`src/rtl/input_conditioner.sv`:
```
// input_conditioner: synchronise and debounce KEY/SW, qualify selects against a one-hot switch vector
module input_conditioner #(
  parameter int DEBOUNCE_CYCLES = 1000000
) (
  input  logic       CLOCK_50,
  input  logic       reset,
  input  logic [3:0] KEY,
  input  logic [9:0] SW,
  output logic       select1,
  output logic       select2,
  output logic       userquit,
  output logic       startpress,
  output logic       badSelect,
  output logic [9:0] swStable,
  output logic       swOneHot,
  output logic [3:0] swIndex
);
  localparam int cnt_w = $clog2(DEBOUNCE_CYCLES);
  localparam logic [cnt_w-1:0] key_last = cnt_w'(DEBOUNCE_CYCLES - 1);
  localparam logic [cnt_w-1:0] sw_last = cnt_w'(DEBOUNCE_CYCLES - 2);
  typedef enum logic {RELEASED, PRESSED} key_state_t;
  logic [3:0] key_s1, key_s2, key_evt;
  logic [9:0] sw_s1, sw_s2, sw_prev, sw_next;
  logic [cnt_w-1:0] sw_cnt, sw_cnt_next;
  logic sw_load, oh_next;
  logic [3:0] idx_next;
  always_ff @(posedge CLOCK_50) begin
    if (reset) begin
      key_s1 <= 4'hF;
      key_s2 <= 4'hF;
      sw_s1 <= '0;
      sw_s2 <= '0;
    end else begin
      key_s1 <= KEY;
      key_s2 <= key_s1;
      sw_s1 <= SW;
      sw_s2 <= sw_s1;
    end
  end
  genvar g;
  generate
    for (g = 0; g < 4; g++) begin : g_key
      key_state_t state, state_next;
      logic [cnt_w-1:0] cnt, cnt_next;
      logic pressed, same, flip, evt;
      always_comb begin
        pressed = ~key_s2[g];
        same = pressed == (state == PRESSED);
        flip = !same && cnt == key_last;
        state_next = flip ? (state == PRESSED ? RELEASED : PRESSED) : state;
        cnt_next = (same || flip) ? '0 : cnt + cnt_w'(1);
      end
      always_ff @(posedge CLOCK_50) begin
        if (reset) begin
          state <= RELEASED;
          cnt <= '0;
          evt <= 1'b0;
        end else begin
          state <= state_next;
          cnt <= cnt_next;
          evt <= flip && state == RELEASED;
        end
      end
      assign key_evt[g] = evt;
    end
  endgenerate
  always_comb begin
    sw_load = sw_s2 == sw_prev && sw_s2 != swStable && sw_cnt == sw_last;
    sw_cnt_next = (sw_s2 != sw_prev || sw_s2 == swStable || sw_load) ? '0 : sw_cnt + cnt_w'(1);
    sw_next = sw_load ? sw_s2 : swStable;
    oh_next = $onehot(sw_next);
    idx_next = 4'hF;
    for (int i = 0; i < 10; i++) idx_next = (oh_next && sw_next[i]) ? 4'(i) : idx_next;
  end
  always_ff @(posedge CLOCK_50) begin
    if (reset) begin
      sw_prev <= '0;
      sw_cnt <= '0;
      swStable <= '0;
      swOneHot <= 1'b0;
      swIndex <= 4'hF;
      select1 <= 1'b0;
      select2 <= 1'b0;
      userquit <= 1'b0;
      startpress <= 1'b0;
      badSelect <= 1'b0;
    end else begin
      sw_prev <= sw_s2;
      sw_cnt <= sw_cnt_next;
      swStable <= sw_next;
      swOneHot <= oh_next;
      swIndex <= idx_next;
      userquit <= key_evt[2];
      startpress <= key_evt[3] && !key_evt[2];
      select1 <= key_evt[0] && !key_evt[2] && swOneHot;
      select2 <= key_evt[1] && !key_evt[2] && swOneHot;
      badSelect <= (key_evt[0] || key_evt[1]) && !key_evt[2] && !swOneHot;
    end
  end
endmodule

```
`config.mk`:
```
export PLATFORM = sky130hd
export DESIGN_NAME = input_conditioner
export DESIGN_NICKNAME = d
export VERILOG_FILES = /design/src/rtl/input_conditioner.sv
export SDC_FILE = /design/constraint.sdc
export NUM_CORES = 1
export LEC_CHECK = 0
export ABC_CLOCK_PERIOD_IN_PS = 7000
export CAP_MARGIN = 0
export CORE_MARGIN = 2
export CORE_UTILIZATION = 50
export DETAILED_ROUTE_END_ITERATION = 7
export DONT_BUFFER_PORTS = 1
export PLACE_DENSITY = 0.75
export SYNTH_ARGS = -nofsm -noshare
export SYNTH_HDL_FRONTEND = slang
export SYNTH_SLANG_ARGS = --single-unit
```
`constraint.sdc`:
```
create_clock -name CLOCK_50 -period 7 [get_ports CLOCK_50]
set_clock_uncertainty 0.15 [all_clocks]
set_input_delay 0.7 -clock CLOCK_50 [delete_from_list [all_inputs] [get_ports CLOCK_50]]
set_output_delay 0.7 -clock CLOCK_50 [all_outputs]
set_load 0.005 [all_outputs]
```
### Yosys cells after proc, flatten, opt, wreduce, memory -nomap -nowiden

Cells that the tools add are included.
Widths: inputs -> output; s select.

| storage, ports and cells | value |
|---|---|
| bits in registers | 166 |
| latch bits | 0 |
| bits in writable memories | 0 |
| memory bits (read-only) | 0 |
| output and inout port bits | 20 |
| logic and storage cells | 126 |
| memories | 0 |

| operators by class | value |
|---|---|
| add/sub/neg operators | 14 |
| multiply operators | 0 |
| div/mod/pow operators | 0 |
| order comparisons | 0 |
| equal/unequal tests | 14 |
| shift operators | 0 |
| mux-type cells | 15 |
| bitwise gates (word level) | 8 |
| reductions and logical operators | 47 |

Operators by type and width:

| operator | number |
|---|---|
| $add 20x1->20 const B | 5 |
| $eq 20x20->1 const B | 5 |
| $mux 4 | 8 |
| $logic_and 1x1->1 | 27 |
| $eq 10x10->1 | 2 |
| $ne 10x10->1 | 2 |
| $reduce_or 2->1 | 6 |
| $add 1x1->2 | 5 |
| $mux 10 | 1 |
| $not 1->1 | 8 |
| $logic_or 1x1->1 | 7 |
| $add 2x2->3 | 2 |
| $logic_not 1->1 | 6 |
| $mux 3 | 2 |
| $add 3x3->4 | 1 |
| $add 4x2->4 | 1 |
| $eq 1x1->1 | 4 |
| $eq 4x1->1 const B | 1 |
| $mux 1 | 4 |
| $reduce_or 3->1 | 1 |

### Logic depth before layout (Yosys ltp)

| logic depth | value |
|---|---|
| depth in word-level cells | 20 |
| gate-level depth with buffers | 20 |
| mapped depth without buffers | 18 |

### Worst setup path before layout

No wires, ideal clock.

| timing | value |
|---|---|
| path kind | register to register |
| start | register sw_cnt[10] |
| end | register swIndex[2] |
| setup time | 115 ps |
| arrival | 5170 ps |
| data required time | 6735 ps |
| slack | 1565 ps |
| stages on the path, launching flop included | 20 |
| cells stage by stage | dfxtp_1 -> or4_1 -> nor2_1 -> nand4_1 -> nor3_4 -> buf_8 -> mux2i_1 -> fa_1 -> fa_1 -> inv_1 -> fa_1 -> ha_1 -> inv_1 -> fa_1 -> a2111o_1 -> a21oi_1 -> nor2b_1 -> nand4_1 -> mux2_2 -> o21a_1 |

| between the ends | value |
|---|---|
| cells in the longest elaborated chain, start to end | 19 |
| elaborated cells on any way between the ends | 33 |

Ends and longest elaborated chain:

| element | line | RTL |
|---|---|---|
| start, declared | 24 | `logic [cnt_w-1:0] sw_cnt, sw_cnt_next;` |
| start signal, assigned | 89 | `sw_cnt <= sw_cnt_next;` |
| $eq 20x20->1 * | 68 | `sw_load = sw_s2 == sw_prev && sw_s2 != swStable && sw_cnt == sw_last;` |
| $logic_and 1x1->1 * | 68 |  |
| $mux 10 * | 70 | `sw_next = sw_load ? sw_s2 : swStable;` |
| $add 1x1->2 (implied by the code) | 71 | `oh_next = $onehot(sw_next);` |
| $add 2x2->3 (implied by the code) | 71 |  |
| $add 3x3->4 (implied by the code) | 71 |  |
| $add 4x2->4 (implied by the code) | 71 |  |
| $eq 4x1->1 | 71 |  |
| $logic_and 1x1->1 | 73 | `for (int i = 0; i < 10; i++) idx_next = (oh_next && sw_next[i]) ? 4'(i) : idx_next;` |
| $mux 4 (8 in a row) | 73 |  |
| $mux 3 | 73 |  |
| $mux 3 * | 73 |  |
| end signal, assigned | 92 | `swIndex <= idx_next;` |
| end, declared | 16 | `output logic [3:0] swIndex` |

Every way passes the cells marked *; elsewhere a longest branch is shown, timed or not.
A chain may end at the register's enable or synchronous reset.

### Worst setup path after layout

| timing | value |
|---|---|
| start | register sw_s2[0] |
| end | register swIndex[2] |

| between the ends | value |
|---|---|
| cells in the longest elaborated chain, start to end | 20 |
| elaborated cells on any way between the ends | 35 |

Ends and longest elaborated chain:

| element | line | RTL |
|---|---|---|
| start, declared | 23 | `logic [9:0] sw_s1, sw_s2, sw_prev, sw_next;` |
| start signal, assigned | 37 | `sw_s2 <= sw_s1;` |
| $eq 10x10->1 / $ne 10x10->1 (equally long branches) | 68 |  |
| $logic_and 1x1->1 (2 in a row) | 68 |  |
| $mux 10 * | 70 |  |
| $add 1x1->2 (implied by the code) | 71 |  |
| $add 2x2->3 (implied by the code) | 71 |  |
| $add 3x3->4 (implied by the code) | 71 |  |
| $add 4x2->4 (implied by the code) | 71 |  |
| $eq 4x1->1 | 71 |  |
| $logic_and 1x1->1 | 73 |  |
| $mux 4 (8 in a row) | 73 |  |
| $mux 3 | 73 |  |
| $mux 3 * | 73 |  |

Marks and branches as above.

==> key figures <==
Finish
  – Area occupied by multi-input gates: 3370 um2
  – Most frequent cells in the layout: dfxtp_1 (166), nor2_1 (151), xor2_1 (69)
  – Reg area: 3320 um2
  – Antenna diode count: 0
  – Commonest non-fill, non-tap cell in the layout: dfxtp_1
  – Post-layout nets: 775
  – FILL cells: 1143
  – Post-route insts no fill: 932
  – Synthesis-to-finish area growth: 9.78%
  – Share of layout cells above drive strength 1: 0.0595

Global route
  – Tot GR Track Use: 0.188
  – Initial antenna violation count: 0
  – Largest net degree at the start of global routing: 67
  – First-pass GRT wire length: 22000 um
  – GRT overflow: 0
  – Vias in the first global route: about 4900

STA
  – # setup viols final: 0
  – Worst hold slack: 196 ps
  – RSZ-0062 raised after global routing: no
  – F_max: 174 MHz
  – TNS Setup: 0 ps
  – Final Hold Viols: 0
  – Fin crit period: ~5700 ps
  – Least-Margin Pin Slew: 673 ps
  – Fin crit share: 0.821
  – Slew Limit Fails: 0
  – Max-Slew Margin vs Limit: 0.545

Worst setup path
  – CP Capture Type: flip-flop
  – Most used cell along the critical path: fa_1
  – Worst EP required: between 7000 and 8000 ps
  – Startpoint Class: flip-flop
  – CP Depth: 19
  – Reg2Reg Depth: 19
  – CP peak stage delay: 550 ps
  – CP endpoint: swIndex[2]
  – RR Startpoint: sw_s2[0]
  – Crit-path slowest cell: nor4_1
  – Crit path launch: sw_s2[0]
  – Worst path cell trace: xnor2_1 > nand4_1 > nor4_1 > nor3_4 > buf_4 > mux2i_1 > fa_1 > fa_1 > inv_1 > fa_1 > ha_1 > inv_1 > fa_1 > a2111o_1 > a21oi_1 > nor2b_1 > nand4_1 > mux2_2 > o21a_1
  – CP delay by family, top: adder cells
  – Buf+Inv Stages, Crit Path: 3
  – WS Path Type: flip-flop to flip-flop
  – Reg-to-Reg End: swIndex[2]
  – R2R Setup Slk: between 1000 and 1500 ps
  – Crit path DAT: 5920 ps
  – Critical Path Fanout Max: 16

CTS
  – Worst-skew pair later-pin latency: 430 ps
  – # clock sinks: 166
  – Hold_buf cts: 0
  – Max clock buf depth: 2
  – Postcts setup bufs: 0
  – Clock root buffer: clkbuf_16
  – Inserted Clock Buffers: 17
  – CTS tree: done
  – Clk slew on worst S/H paths: 60 ps
  – H-tree levels: 4
  – Post_cts resized: 0

Yosys
  – Post-Synthesis Cells: 744
  – Post-Synthesis Cell Area: 6860 um2
  – Syn Nets: 774
  – Synthesis-stage register bit count: 166
  – Synthesis warning total: 0
  – Avg Inst Size Synth: 9.22 um2
  – Post-synthesis sequential area ratio: 0.485
  – Synth unique cells: 44

Placement
  – Input/output buffers: 0
  – Placed cells: 902
  – Placer congestion estimate: about 0.84
  – Post-DP HPWL: just under 9000 um

Worst hold path
  – Min-Delay Path Class: input port to flip-flop
  – Critical hold path startpoint: reset

Die
  – Die Footprint: 14700 um2
  – Die Span Y: 121 um
  – Initial Util: 0.516
  – Die X: 121 um
  – Core area: 13300 um2
  – Top Ports: 36
  – Cell Rows: 42

Power and ir drop
  – Peak supply drop: 0.166 mV
  – Pwr Total: 1.84 mW
  – Pwr/cell area: 245 nW/um2
  – Lkg Pwr: 2.61 nW

Route
  – Post-DRT Antenna Nets: 0
  – DR iter-0 viols: 376
  – Total Wirelength: 12800 um
  – Wire length per cell: approximately 14 um
  – Drt pass-1 iters: 6
  – DRC Markers: 0
  – Via density: between 5 and 6
  – Via count: 4917

Job
  – Max-cap violations: 0

Outcome
  – Status: completed
-- worst register-to-register path, cell delays in order (launching register included) --
cell,delay [ps]
dfxtp_1,470
xnor2_1,180
nand4_1,120
nor4_1,550
nor3_4,90
buf_4,240
mux2i_1,280
fa_1,500
fa_1,520
inv_1,50
fa_1,470
ha_1,160
inv_1,50
fa_1,380
a2111o_1,400
a21oi_1,190
nor2b_1,350
nand4_1,120
mux2_2,280
o21a_1,90
-- stage by stage --
step / utilization / instance area, um2 / setup slack, ps
after global routing: 0.566 / 7530 / 922
after global placement: 0.526 / 7000 / 1460
after detailed placement: 0.526 / 7000 / 1250
final: 0.566 / 7530 / 1250
after floorplan: - / 6860 / 1570
after CTS: 0.566 / 7530 / 1260
-- logic make-up (layout without fill, tap and decap cells) --
family,count (synthesis),in the layout,share of synthesized area
AND/OR/NAND/NOR,371,371,0.268
flip-flops,166,166,0.485
XOR/XNOR,112,112,0.143
buffers and inverters,39,51,0.0239
AO/OA/AOI/OAI,28,28,0.0263
adder cells (fa/ha/maj),14,14,0.0321
multiplexers,14,14,0.0219
-- synthesized netlist by cell type (all sizes together) --
master	n	area share
o21a	1	0.0011
or4b	2	0.0029
nand3	42	0.031
nor4b	7	0.0089
nor4	9	0.0082
or3b	1	0.0013
nand4b	2	0.0026
xor2	69	0.088
nor2b	30	0.027
buf	7	0.0064
o211a	1	0.0015
a2bb2oi	1	0.0013
mux2i	9	0.013
nand3b	1	0.0011
dfxtp	166	0.48
nand2b	1	0.00091
xnor2	43	0.055
o21bai	3	0.0033
mux2	5	0.0088
nor2	151	0.083
a211oi	4	0.0044
or4	2	0.0022
o21ai	8	0.0058
clkbuf	12	0.0066
and4	6	0.0077
fa	6	0.018
and3	17	0.016
inv	20	0.011
o31ai	2	0.0022
a2111o	1	0.0016
or3	7	0.0064
nor3	11	0.0097
nand2	42	0.023
ha	8	0.015
and2b	3	0.0033
nand4	27	0.025
and2	1	0.00091
or2	9	0.0082
a21oi	7	0.0051
-- sequential cells by signal, summed over array words and instances (netlist names), 4 cells and up --
register / count
g_key.state: 4
key_s1: 4
swIndex: 4
g_key.evt: 4
sw_s1: 10
g_key.cnt: 80
sw_cnt: 20
sw_prev: 10
sw_s2: 10
swStable: 10
key_s2: 4
-- how the worst min path moves through the flow --
stage | to | slack, ps | cells after the start
finish | userquit | 200 | 1
global route | userquit | 180 | 1
CTS | swStable[9] | 190 | 1
detailed placement | key_s2[3] | 250 | 1
global placement | key_s2[3] | 250 | 1
floorplan | key_s2[0] | 240 | 1
-- routing by layer --
metal / share of wire / vias to the layer above / GRT usage
met5: 0 / - / 0
met4: 0.014 / 0 / 0.0719
met3: 0.036 / 15 / 0.0489
met2: 0.47 / 76 / 0.309
met1: 0.48 / 2352 / 0.238
li1: - / 2474 / -
-- report_power, final --
| group | switching, mW | internal, mW | leakage, nW |
|---|---|---|---|
| clock network | 0.357 | 0.491 | 0.255 |
| logic | 0.0162 | 0.0130 | 1.01 |
| registers | 0.00845 | 0.955 | 1.34 |
-- cell type report --
type,instances,share of cell area
Sequential cell,166,0.441
Multi-Input combinational cell,539,0.448
Tap cell,176,0.0293
Inverter,20,0.00997
Clock inverter,9,0.0108
Timing Repair Buffer,1,0.000997
Clock buffer,21,0.0598
No activity file was read; power rests on OpenSTA's default activity.
